**config.mk**
```make
export PLATFORM = sky130hd
export DESIGN_NAME = piso_serializer
export DESIGN_NICKNAME = d
export VERILOG_FILES = /design/src/rtl/piso_serializer.sv
export SDC_FILE = /design/constraint.sdc
export NUM_CORES = 1
export LEC_CHECK = 0
export ABC_AREA = 1
export BUFFER_PORTS_ARGS = -buffer_cell sky130_fd_sc_hd__buf_2
export CAP_MARGIN = 20
export CORE_MARGIN = 10
export CORE_UTILIZATION = 49
export CTS_CLUSTER_SIZE = 28
export DETAILED_ROUTE_END_ITERATION = 12
export PLACE_DENSITY = 0.83
export SLEW_MARGIN = 20
export SYNTH_ARGS = -nofsm -noshare
export SYNTH_HDL_FRONTEND = slang
export SYNTH_SLANG_ARGS = --single-unit
export TNS_END_PERCENT = 50
```
**constraint.sdc**
```tcl
create_clock -name clk -period 1.5 [get_ports clk]
set_input_delay 0 -clock clk [delete_from_list [all_inputs] [get_ports clk]]
set_output_delay 0 -clock clk [all_outputs]
set_load 0.005 [all_outputs]
```
**src/rtl/piso_serializer.sv**
```systemverilog
// piso_serializer: parallel-in / serial-out shift register with a
// valid/ready load handshake and a shift enable that can stall the output.
//
// Parameters
//   WIDTH      : parallel word width, 2..64
//   MSB_FIRST  : 1 = din[WIDTH-1] leaves first, 0 = din[0] leaves first
//   IDLE_LEVEL : q_out level while idle; also the bit shifted in as fill
//
// Ports
//   clk        : clock, rising edge
//   rst        : asynchronous active-high reset
//   load_valid : a word is offered on din
//   load_ready : din is accepted this cycle (combinational)
//   din        : parallel word
//   shift_en   : advance one bit this cycle; 0 stalls the word in place
//   q_out      : serial data
//   q_valid    : q_out carries a data bit
//   busy       : a word is being shifted
//   done       : last bit of the word is consumed this cycle (combinational)
//   bit_cnt    : index of the bit currently on q_out (0 = first bit)
module piso_serializer #(
  parameter int unsigned WIDTH      = 8,
  parameter bit          MSB_FIRST  = 1'b1,
  parameter bit          IDLE_LEVEL = 1'b0
) (
  input  logic                     clk,
  input  logic                     rst,
  input  logic                     load_valid,
  output logic                     load_ready,
  input  logic [WIDTH-1:0]         din,
  input  logic                     shift_en,
  output logic                     q_out,
  output logic                     q_valid,
  output logic                     busy,
  output logic                     done,
  output logic [$clog2(WIDTH)-1:0] bit_cnt
);

  localparam int unsigned          CNT_W    = $clog2(WIDTH);
  localparam logic [CNT_W-1:0]     LAST_IDX = CNT_W'(WIDTH - 1);
  localparam logic [WIDTH-1:0]     FILL     = {WIDTH{IDLE_LEVEL}};

  typedef enum logic {
    ST_IDLE  = 1'b0,
    ST_SHIFT = 1'b1
  } state_e;

  state_e           state_q, state_d;
  logic [WIDTH-1:0] shreg_q, shreg_d;
  logic [CNT_W-1:0] bit_cnt_q, bit_cnt_d;

  // Register image after one shift toward the output end
  logic [WIDTH-1:0] shreg_shifted;
  logic             last_bit;

  // State, shift register and bit counter
  always_ff @(posedge clk or posedge rst) begin
    if (rst) begin
      state_q   <= ST_IDLE;
      shreg_q   <= FILL;
      bit_cnt_q <= '0;
    end else begin
      state_q   <= state_d;
      shreg_q   <= shreg_d;
      bit_cnt_q <= bit_cnt_d;
    end
  end

  // Shift direction follows the output end selected by MSB_FIRST
  always_comb begin
    shreg_shifted = shreg_q;
    if (MSB_FIRST) begin
      shreg_shifted = {shreg_q[WIDTH-2:0], IDLE_LEVEL};
    end else begin
      shreg_shifted = {IDLE_LEVEL, shreg_q[WIDTH-1:1]};
    end
  end

  // Next-state and output decode
  always_comb begin
    state_d    = state_q;
    shreg_d    = shreg_q;
    bit_cnt_d  = bit_cnt_q;
    load_ready = 1'b0;
    done       = 1'b0;
    busy       = 1'b0;
    q_valid    = 1'b0;
    q_out      = IDLE_LEVEL;
    last_bit   = (bit_cnt_q == LAST_IDX);

    case (state_q)
      ST_IDLE: begin
        load_ready = 1'b1;
        if (load_valid) begin
          shreg_d   = din;
          bit_cnt_d = '0;
          state_d   = ST_SHIFT;
        end
      end

      ST_SHIFT: begin
        busy    = 1'b1;
        q_valid = 1'b1;
        q_out   = MSB_FIRST ? shreg_q[WIDTH-1] : shreg_q[0];
        if (shift_en) begin
          if (last_bit) begin
            // Last bit consumed: reload without a gap, or drop back to idle
            done       = 1'b1;
            load_ready = 1'b1;
            bit_cnt_d  = '0;
            if (load_valid) begin
              shreg_d = din;
            end else begin
              shreg_d = FILL;
              state_d = ST_IDLE;
            end
          end else begin
            shreg_d   = shreg_shifted;
            bit_cnt_d = bit_cnt_q + CNT_W'(1);
          end
        end
      end

      default: begin
        state_d   = ST_IDLE;
        shreg_d   = FILL;
        bit_cnt_d = '0;
      end
    endcase
  end

  assign bit_cnt = bit_cnt_q;

endmodule
```
# After elaboration in Yosys (flattened, before gate mapping)
# Cells that the tools add are included.
# W data, S select, Z words.
# totals
ff_bits,12
in_bits,12
output_inout_bits,8
word_cells,28
# op_classes
add_sub_neg,1
n_eq_ne,3
mux,19
bitwise_logic,1
n_reduce_logical,1
# ops
op,count
$mux W8,4
$pmux W8 S2,1
$mux W3,3
$mux W1,8
$pmux W3 S2,1
$ne A2 B2 Y1 const B,2
$pmux W1 S2,2
$add A3 B1 Y3 const B,1
$eq A3 B3 Y1 const B,1
$reduce_and A2 Y1,1
$not A1 Y1,1

# Logic depth before layout (Yosys ltp)
# depth
depth_word,4
mapped_depth,7
ltp_nobuf,7

# Least setup slack after synthesis
# Ideal clock, no wire load.
# synth_timing
path_kind,flip-flop to flip-flop
startpoint,register bit_cnt_q[0] (netlist: bit_cnt[0])
endpoint,register shreg_q[1]
setup_ns,0.117
t_arrival_ns,1.252
required_time_ns,1.383
slack_ns,0.131
stages_incl_launch_ff,7
path_buffers,0
synth_period_minus_slack_ns,1.369
cell_sequence,dfrtp_1 > ha_1 > ha_1 > a21oi_2 > nor2_1 > nor2_1 > nor2_1
# synth_via
elab_chain_len,4
# synth_rtl
element,line_no,source
"start, declared",50,"logic [CNT_W-1:0] bit_cnt_q, bit_cnt_d;"
"start signal, assigned",65,bit_cnt_q <= bit_cnt_d;
$eq A3 B3 Y1,89,last_bit = (bit_cnt_q == LAST_IDX);
$mux W8,106,if (last_bit) begin
$mux W8,105,if (shift_en) begin
$pmux W8 S2,91,case (state_q)
"end signal, assigned",64,shreg_q <= shreg_d;
"end, declared",49,"logic [WIDTH-1:0] shreg_q, shreg_d;"
# No other way between the ends. The select of a mux whose other input is x is not followed.
# A chain may end at the register's enable or synchronous reset.

# Worst setup path after layout
# layout_timing
startpoint,register bit_cnt_q[0] (netlist: bit_cnt[0])
endpoint,output done
# layout_via
elab_chain_len,4
# layout_rtl
element,line_no,source
$eq A3 B3 Y1,89,
$mux W1,106,
$mux W1,105,
$mux W1,91,
"end, declared",35,"output logic done,"
# No other way between the ends.

==> impl_metrics.env <==
export IMPL_status="complete, no violations"
export IMPL_place_area_um2=788.3
export IMPL_clk_path_buf_depth=2
export IMPL_critPathKind="register to output pin"
export IMPL_cp_slowest_cell="dfrtp_1"
export IMPL_end_kind="output pin"
export IMPL_syn_area_um2=690.7
export IMPL_drt_first_pass_iters=4
export IMPL_grt_pass1_wl_mm=2.684
export IMPL_use_met2_pct=16.26
export IMPL_total_power_mw=1.356
export IMPL_via_count=650
export IMPL_finalHoldViolCount=0
export IMPL_wire_per_inst_um=12.43
export IMPL_ir_drop_mv=1.043
export IMPL_min_period_ns=1.458
export IMPL_pre_cts_ws_ns=0.02473
export IMPL_power_density_mw_per_mm2=1568
export IMPL_cts_sinks=12
export IMPL_route_detailed_drc=0
export IMPL_crit_path_cell_trace="ha_1, ha_2, inv_2, nor2_1, buf_2"
export IMPL_die_x_um=57.55
export IMPL_htreeDepth=1
export IMPL_antenna_found_initial=0
export IMPL_synthToLayoutAreaGrowth_pct=25.18
export IMPL_cp_start_kind="register"
export IMPL_rows=13
export IMPL_grt_usage_pct=10.34
export IMPL_routed_wl_mm=1.641
export IMPL_initial_core_util_pct=52.42
export IMPL_max_cap_violations=0
export IMPL_postRouteAntennaNets=0
export IMPL_rsz0062_at_grt="yes"
export IMPL_gp_congestion=0.8264
export IMPL_use_met3_pct=3.982
export IMPL_crit_arrival_ns=1.46
export IMPL_finalWorstSetupSlack_ns=0.04194
export IMPL_yosysSeqAreaShare_pct=43.48
export IMPL_p_leak_nw=0.4889
export IMPL_crit_buf_inv=2
export IMPL_r2r_start="bit_cnt[0]"
export IMPL_drive_gt1_share_pct=27.35
export IMPL_path_clk_slew_ns=0.08
export IMPL_nNetsFinal=133
export IMPL_worstHoldPathType="input port to register"
export IMPL_whs_ns=0.01220
export IMPL_diodes=0
export IMPL_fin_util_pct=65.62
export IMPL_grt_ovfl_total=0
export IMPL_slew_headroom_pct=68.46
export IMPL_netlist_instances=93
export IMPL_synth_yosys_warnings=0
export IMPL_grt_pass1_vias=559
export IMPL_cts_tree="yes"
export IMPL_ys_ff_latch=12
export IMPL_crit_family="adder cells"
export IMPL_setup_violations=0
export IMPL_ys_types=17
export IMPL_hp_start="shift_en"
export IMPL_worstPathMaxFanout=8
export IMPL_postSynthAreaPerCell_um2=7.426
export IMPL_io_buffers=19
export IMPL_grt_start_max_net_pins=16
export IMPL_drv_slew=0
export IMPL_required_ns=1.50
export IMPL_fill_cells=109
export IMPL_cp_startpoint="bit_cnt[0]"
export IMPL_max_freq_mhz=685.8
export IMPL_dp_hpwl_mm=1.142
export IMPL_ioPinCount=20
export IMPL_grt_use_met1_pct=11.89
export IMPL_clk_latency_ns=0.28
export IMPL_core_area_mm2=0.001318
export IMPL_placed_cells=125
export IMPL_skew_ns=0.003337
export IMPL_die_h_um=57.55
export IMPL_tns_ns=0
export IMPL_finalInstanceArea_um2=864.6
export IMPL_grt_busiest_layer="met2"
export IMPL_drtIter0Drc=14
export IMPL_tightest_slew_ns=0.4726
export IMPL_cpPeakStageDelay_ns=0.42
export IMPL_dieArea_mm2=0.003311
export IMPL_final_cells=132
export IMPL_cts_buffers=3
export IMPL_syn_nets=108
export IMPL_post_route_period_util_pct=97.20
export IMPL_via_per_inst=4.924
export IMPL_root_buffer="clkbuf_4"
==> registers in the layout, indices dropped and copies added, names as in the netlist <==
signal	cells
shreg_q	8
bit_cnt	3
state_q	1
==> cell type report <==
cell class / instances / area, um2 / share of cell area (%)
sequential: 12 / 300.3 / 34.73
inverter: 11 / 41.29 / 4.776
clock buffer: 4 / 36.28 / 4.197
timing repair buffer: 23 / 132.6 / 15.34
multi-input combinational: 67 / 335.3 / 38.78
tap: 15 / 18.77 / 2.171
==> cells by family (layout without fill, tap and decap cells) <==
group           count (synthesis)  in the layout  synth area share, %
flops                          12             12                43.48
fa+ha+maj                       3              3                5.435
buf+inv                        14             38                9.420
simple gates                   59             59                37.50
compound gates                  5              5                4.166
==> where the power goes <==
group | total, mW | internal [mW] | switching [mW]
clock network | 0.269 | 0.148 | 0.121
registers | 0.549 | 0.452 | 0.0968
logic | 0.537 | 0.249 | 0.288
total | 1.36 | 0.849 | 0.506
==> timing repair <==
action                                 in CTS  in global routing
hold buffers                                3                  0
setup endpoints to repair                   0                  8
resized for setup                           0                  2
endpoints found under the hold margin      14                  0
buffers inserted                            0                  0
==> metal layers <==
metal | up-vias | routed length, um
met4 | 0 | 35
met2 | 18 | 835
met5 | - | 0
met1 | 295 | 669
met3 | 5 | 101
li1 | 332 | -
==> cells in the mapped netlist, drive strengths merged <==
cell type  number  share of area, %
or2             2               1.8
nor2           29                16
buf             3               3.4
dfrtp          12                43
ha              3               5.4
o21ai           1              0.72
nand3          12               8.7
inv            11               6.0
nand2          16                11
a21oi           4               3.4
==> final timing paths <==
check | cells after the start | slack (ns) | to
max | 5 | 0.04 | done
min | 3 | 0.01 | bit_cnt[1]
max reg2reg | 6 | 0.12 | shreg_q[3]
min reg2reg | 2 | 0.52 | shreg_q[7]
max in group asynchronous | 3 | 0.89 | shreg_q[4]
min in group asynchronous | 3 | 0.29 | shreg_q[1]
==> worst reg2reg max path: stages, from the launching register on <==
cell	delay, ns
dfrtp_1	0.42
ha_1	0.23
ha_2	0.21
a21oi_4	0.22
nor2_1	0.06
nor2_1	0.09
nor2_1	0.05
==> placed cells by master (no fill, tap or decap) <==
master / synthesis / final
buf_2: 1 / 19
inv_2: 2 / 2
nand2_2: 1 / 1
nand2_4: 2 / 2
or2_2: 1 / 1
or2_1: 1 / 1
clkbuf_4: 0 / 3
nand2_1: 13 / 13
a21oi_4: 0 / 1
clkbuf_8: 0 / 1
ha_1: 3 / 2
a21oi_1: 3 / 3
nor2_1: 29 / 29
ha_2: 0 / 1
inv_1: 9 / 9
dlygate4sd3_1: 0 / 3
dfrtp_1: 12 / 12
buf_4: 1 / 1
o21ai_0: 1 / 1
nand3_1: 12 / 12
No activity file was read; power rests on OpenSTA's default activity.
